$ cat src/rtl/mac_chk_pkg.sv
// rtl/mac_chk_pkg.sv - shared FSM state type and completion status codes for the MAC RX traffic checker
package mac_chk_pkg;

    typedef enum logic [2:0] {
        S_IDLE,
        S_WAIT_LOCK,
        S_RECV,
        S_DRAIN,
        S_DONE
    } chk_state_e;

    localparam logic [4:0] STAT_BUSY          = 5'd0;
    localparam logic [4:0] STAT_PASS          = 5'd1;
    localparam logic [4:0] STAT_LOCK_TIMEOUT  = 5'd2;
    localparam logic [4:0] STAT_LOST_LOCK     = 5'd4;
    localparam logic [4:0] STAT_NO_PKTS       = 5'd11;
    localparam logic [4:0] STAT_PKT_MISMATCH  = 5'd12;
    localparam logic [4:0] STAT_BYTE_MISMATCH = 5'd13;
    localparam logic [4:0] STAT_PROTOCOL      = 5'd14;
    localparam logic [4:0] STAT_DATA_ERR      = 5'd15;
    localparam logic [4:0] STAT_RESET         = 5'd31;

    function automatic logic [15:0] sat_inc16(input logic [15:0] v);
        return (v == 16'hFFFF) ? v : v + 16'd1;
    endfunction

endpackage

$ cat src/rtl/mac_chk_beat_check.sv
// rtl/mac_chk_beat_check.sv - per-beat lane pattern compare, tkeep validation and kept-byte popcount
module mac_chk_beat_check
    import mac_chk_pkg::*;
(
    input  logic [63:0] tdata_i,
    input  logic [7:0]  tkeep_i,
    input  logic        tlast_i,
    input  logic [7:0]  exp_base_i,
    output logic        lane_mismatch_o,
    output logic        keep_err_o,
    output logic [3:0]  popcount_o
);

    logic keep_contig;

    always_comb begin
        lane_mismatch_o = 1'b0;
        popcount_o      = 4'd0;
        for (int k = 0; k < 8; k++) begin
            if (tkeep_i[k] && (tdata_i[8*k +: 8] != (exp_base_i + 8'(k)))) begin
                lane_mismatch_o = 1'b1;
            end
            popcount_o = popcount_o + {3'd0, tkeep_i[k]};
        end
    end

    // A run of ones starting at bit 0 turns into a single carry when incremented.
    assign keep_contig = ((tkeep_i & (tkeep_i + 8'd1)) == 8'd0);

    assign keep_err_o = (tkeep_i == 8'd0) || !keep_contig ||
                        (!tlast_i && (tkeep_i != 8'hFF));

endmodule

$ cat config.mk
export PLATFORM = sky130hd
export DESIGN_NAME = mac_chk_beat_check
export DESIGN_NICKNAME = d
export VERILOG_FILES = /design/src/rtl/mac_chk_pkg.sv /design/src/rtl/mac_chk_beat_check.sv
export SDC_FILE = /design/constraint.sdc
export NUM_CORES = 1
export LEC_CHECK = 0
export ABC_AREA = 1
export BUFFER_PORTS_ARGS = -buffer_cell sky130_fd_sc_hd__buf_4
export CAP_MARGIN = 20
export CORE_ASPECT_RATIO = 1.1
export CORE_MARGIN = 4
export CORE_UTILIZATION = 52
export DETAILED_ROUTE_END_ITERATION = 12
export PLACE_DENSITY_LB_ADDON = 0.05
export SETUP_SLACK_MARGIN = 0.4
export SLEW_MARGIN = 20
export SYNTH_ARGS = -nofsm -noshare
export SYNTH_HDL_FRONTEND = slang
export SYNTH_SLANG_ARGS = --single-unit
$ cat constraint.sdc
create_clock -name vclk -period 2.9
set_input_delay 0.145 -clock vclk [all_inputs]
set_output_delay 0.145 -clock vclk [all_outputs]
set_load 0.05 [all_outputs]
==> metrics.cfg, run 1 <==
[status]
status=finished with violations
violations=setup timing

[sta]
worst_pin_slew_ps=380
finalHoldViolations=0
maxSlewHeadroom_pct=74.5
setup_viol=1
fmaxAchievable_mhz=341
fin_crit_ps=2930
rsz0062_at_grt=yes
fin_ws_ps=-30.6
finalCritPeriodShare_pct=101
whs_ps=681
drv_slew=0

[die]
rows=24
die-area_sq_um=5380
die_h_um=76.6
core_sq_um=4050
ios=87
start_util_pct=54.8
die_w_um=70.3

[cells_and_area]
seq_cell_count=0
fill_cells=388
drive_above_1_share_pct=19.8
stdcell_count=572
seq_area_sq_um=0
antenna_cells=0
area_delta_synth_final_pct=33.1
fin_area_sq_um=2960
clock_buffers=0
nets=622

[route]
met1_length_mm=2.59
routed_via_density=4.86
highest_layer=met4
first_pass_iters=5
wl_mm=6.40
wl_per_cell_um=11.2
drc=0
num_vias=2778
route.met3.wl_um=454
wl_met2_mm=3.19
first_iter_violations=174
drtAntennaViolNets=0

[synth]
yosysUniqueCellTypes=24
synth_seq_area_share_pct=0
synth_top_area_cell=nand2_1
yosys.area.top_type_share_pct=31.8
synth.most_common_cell=nand2_1
syn-num-nets=540
ys_top_cells_by_count=nand2_1, inv_1, nor2_1
syn_inst=440
yosysWarningCount=0
syn_avg_cell_area_sq_um=5.05
synthesis.area_sq_um=2220
synth_area_leaders=nand2_1, inv_1, xnor2_1

[setup_path]
crit_slowest_cell=fa_1
slowest_delay_ps=540
cp_cell_sequence=buf_6, fa_1, inv_1, fa_1, fa_2, inv_2, ha_4, inv_2, fa_2, clkinvlp_4, buf_6
critPathRequiredTime_ps=2760
endpoint_kind=output pin
path_class=in2out
arrival_ps=2790
crit_path_start_kind=primary input
cp_max_fo=2

[placement]
gp_congestion=0.962
portBuffers=87
place_area_sq_um=2920
dp_hpwl_mm=5.47
placed_cells=572

[power_and_ir_drop]
p_per_area_nw_per_um2=207
finalPower_w=0.000612
peakVddDrop_mv=0.406
power.leakage_nw=1.76

[grt]
grt_pass1_wl_mm=10.6
antenna_found_initial=0
track_usage_pct=23.0
grt.overflow.total=0
grt_max_degree=15
grt_pass1_vias=2612

[flow_run]
maxCapViolations=0

[cts]
cts_setup_buffers=0

[hold_path]
holdCritPathClass=in2out

## power breakdown
part | switching (W) | total [W] | internal (W) | leakage, nW
combinational | 0.000339 | 0.000612 | 0.000273 | 1.76
clock | 0 | 0 | 0 | 0
sequential | 0 | 0 | 0 | 0
## critical path: cells and delay by family
| family | cells | cell delay (ps) |
|---|---|---|
| buffers and inverters | 6 | 500 |
| adders and majority gates | 5 | 2160 |
## cell families (layout without fill, tap and decap cells)
kind of cell,Yosys count,in the layout,share of synthesized area (%)
buffers and inverters,80,160,14.8
and+or+nand+nor,280,280,51.2
adders and majority gates,19,19,12.0
AOI/OAI and AO/OA,15,15,3.89
xor gates and xnor gates,46,46,18.1
## stage by stage
stage | setup TNS [ps] | util, % | setup WS [ps]
detailed placement | -135 | 72.1 | -93.0
finish | -30.6 | 72.9 | -30.6
global route | -116 | 72.9 | -97.8
floorplan | 0 | - | 143
global placement | -99.2 | 72.1 | -73.9
CTS | -60.8 | 72.4 | -60.8
## path summary, 6_finish.rpt
check / slack, ps / cells past startpoint / startpoint / endpoint
worst max-delay path: -30 / 11 / tkeep_i[0] / popcount_o[1]
worst min-delay path: 680 / 3 / tkeep_i[2] / popcount_o[0]
## layout make-up
cell class / instances / area (sq um) / share of cell area (%)
well taps: 52 / 65.1 / 2.20
multi-input cells: 360 / 1930 / 65.3
inverters: 70 / 267 / 9.01
repair buffers: 90 / 694 / 23.5
## metal layers
layer,GRT usage (%),vias up
met4,5.56,0
met5,0,-
met1,28.8,1190
li1,-,1473
met2,41.7,99
met3,1.72,16
## repair_timing
item / in CTS / in global routing
resized for setup: 5 / 5
hold buffers: 0 / 0
endpoints found under the setup margin: 3 / 4
pin swaps: 1 / 1
## layout by cell type (no fill, tap or decap)
cell and instances:
a2111o_1 1, a21o_1 1, a21oi_1 6, buf_4 85, buf_6 5, clkinvlp_4 1
fa_1 2, fa_2 2, ha_1 14, ha_4 1, inv_1 66, inv_2 3
nand2_1 188, nand2_2 1, nand3_1 39, nand3b_1 4, nor2_1 41, nor2_4 1
nor3_1 2, o211ai_1 1, o21ai_0 6, or2_0 1, or2_2 3, xnor2_1 25
xnor2_4 1, xor2_1 20
No activity file was read; power rests on OpenSTA's default activity.
==> run 2: changes to the inputs <==
- REMOVE_ABC_BUFFERS: not set -> 1
==> run 2 against run 1 <==
  * The flow now finishes without violations
  * Core utilization fell by 0.28 points
  * Sequential cell count did not move
  * Design area fell by 0.38%
  * Die area did not move
  * Power fell by 1.2%
  * Via count fell by 0.29%
  * Worst hold slack improved by 46 ps
  * Global-route usage rose by 1.0 points
  * Critical endpoint unchanged
==> metrics.cfg, run 2 (synthesis results as in run 1) <==
[status]
status=completed

[die]
rows=24
die_h_um=76.6
die-area_sq_um=5380
ios=87
core_sq_um=4050
start_util_pct=54.8
die_w_um=70.3

[setup_path]
path_class=in2out
crit_family=adder cells
crit_top_cell=inv_2
slowest_delay_ps=540
crit_slowest_cell=fa_2
cp_max_fo=2
arrival_ps=2700
critPathRequiredTime_ps=2760
endpoint_kind=output pin
cp_cell_sequence=buf_8, fa_1, inv_1, fa_1, fa_2, inv_2, ha_4, inv_2, fa_2, inv_2, buf_8
crit_buf_inv=6
crit_path_start_kind=primary input

[sta]
setup_viol=0
finalHoldViolations=0
fin_ws_ps=50.4
maxSlewHeadroom_pct=80.2
worst_pin_slew_ps=297
fmaxAchievable_mhz=351
finalCritPeriodShare_pct=98.3
whs_ps=727
rsz0062_at_grt=yes
fin_crit_ps=2850
drv_slew=0

[route]
first_pass_iters=4
first_iter_violations=135
wl_mm=6.63
drtAntennaViolNets=0
drc=0
routed_via_density=4.84
wl_per_cell_um=11.6
num_vias=2770

[grt]
grt_pass1_vias=2672
grt.overflow.total=0
antenna_found_initial=0
track_usage_pct=24.0
grt_max_degree=15
grt_pass1_wl_mm=11.1

[cells_and_area]
layout_common_cells=nand2_1, buf_4, inv_1
drive_above_1_share_pct=19.8
area_delta_synth_final_pct=32.5
seq_area_sq_um=0
clock_buffers=0
nets=622
stdcell_count=572
seq_cell_count=0
antenna_cells=0
final_common_cell=nand2_1

[power_and_ir_drop]
seqPwrFrac_pct=0
clkPwrFrac_pct=0
p_int_w=0.000266
power.leakage_nw=1.77
finalPower_w=0.000604
p_sw_w=0.000338
swShare_pct=55.9
power_frac_comb_pct=100.0
p_per_area_nw_per_um2=205
peakVddDrop_mv=0.420

[placement]
dp_worst_setup_slack_ps=-27.8
placed_cells=571
portBuffers=87
gp_congestion=0.841
dp_hpwl_mm=5.55

[hold_path]
holdCritPathClass=in2out

[flow_run]
maxCapViolations=0

[cts]
holdBufCountCts=0

==> run 2: changes by cell type in the layout (fill, tap and decap cells not counted) <==
cell,previous run,this run
xnor2_4,1,0
clkinvlp_4,1,0
buf_4,85,86
xnor2_2,0,1
inv_2,3,4
buf_6,5,2
buf_8,0,2
==> run 2: power by group through the flow <==
stage | Combinational (W) | Clock (W) | Sequential (W)
3_5_place_dp | 0.000556 | 0 | 0
3_3_place_gp | 0.000536 | 0 | 0
5_1_grt | 0.000671 | 0 | 0
4_1_cts | 0.000580 | 0 | 0
2_1_floorplan | 0.000344 | 0 | 0
6_report | 0.000604 | 0 | 0
==> run 2: what timing repair did <==
item                       in CTS  in global routing
setup endpoints to repair       2                  4
pin swaps                       0                  1
gates resized for setup         7                  7
hold endpoints to repair        0                  0
setup buffers                   0                  1
==> run 2: final timing paths <==
check / from / depth (start not counted) / to / slack (ps)
max: tkeep_i[0] / 11 / popcount_o[1] / 50
min: tkeep_i[2] / 3 / popcount_o[0] / 730
==> run 2: cell type report <==
type                       count  area (sq um)
fill                         393          1110
inverter                      70           263
multi-input combinational    360          1920
tap                           52          65.1
timing repair buffer          90           698
==> run 2: metrics by stage <==
stage          setup TNS [ps]  instance area (sq um)  utilization [%]
5_1_grt                 -26.5                   2950             72.7
6_report                    0                   2950             72.7
4_1_cts                     0                   2910             71.7
3_3_place_gp                0                   2890             71.3
3_5_place_dp            -34.6                   2890             71.3
2_1_floorplan            -286                   2160                -
==> run 2: routing by layer <==
metal / routed length (um) / vias up / GRT usage (%)
met5: 0 / - / 0
met4: 167 / 0 / 6.13
met3: 351 / 14 / 1.32
met2: 3400 / 77 / 44.8
met1: 2710 / 1199 / 29.2
li1: - / 1480 / -
==> run 2: worst min-delay path, stage by stage <==
cell and delay [ps]:
buf_4 120, ha_4 130, buf_4 180
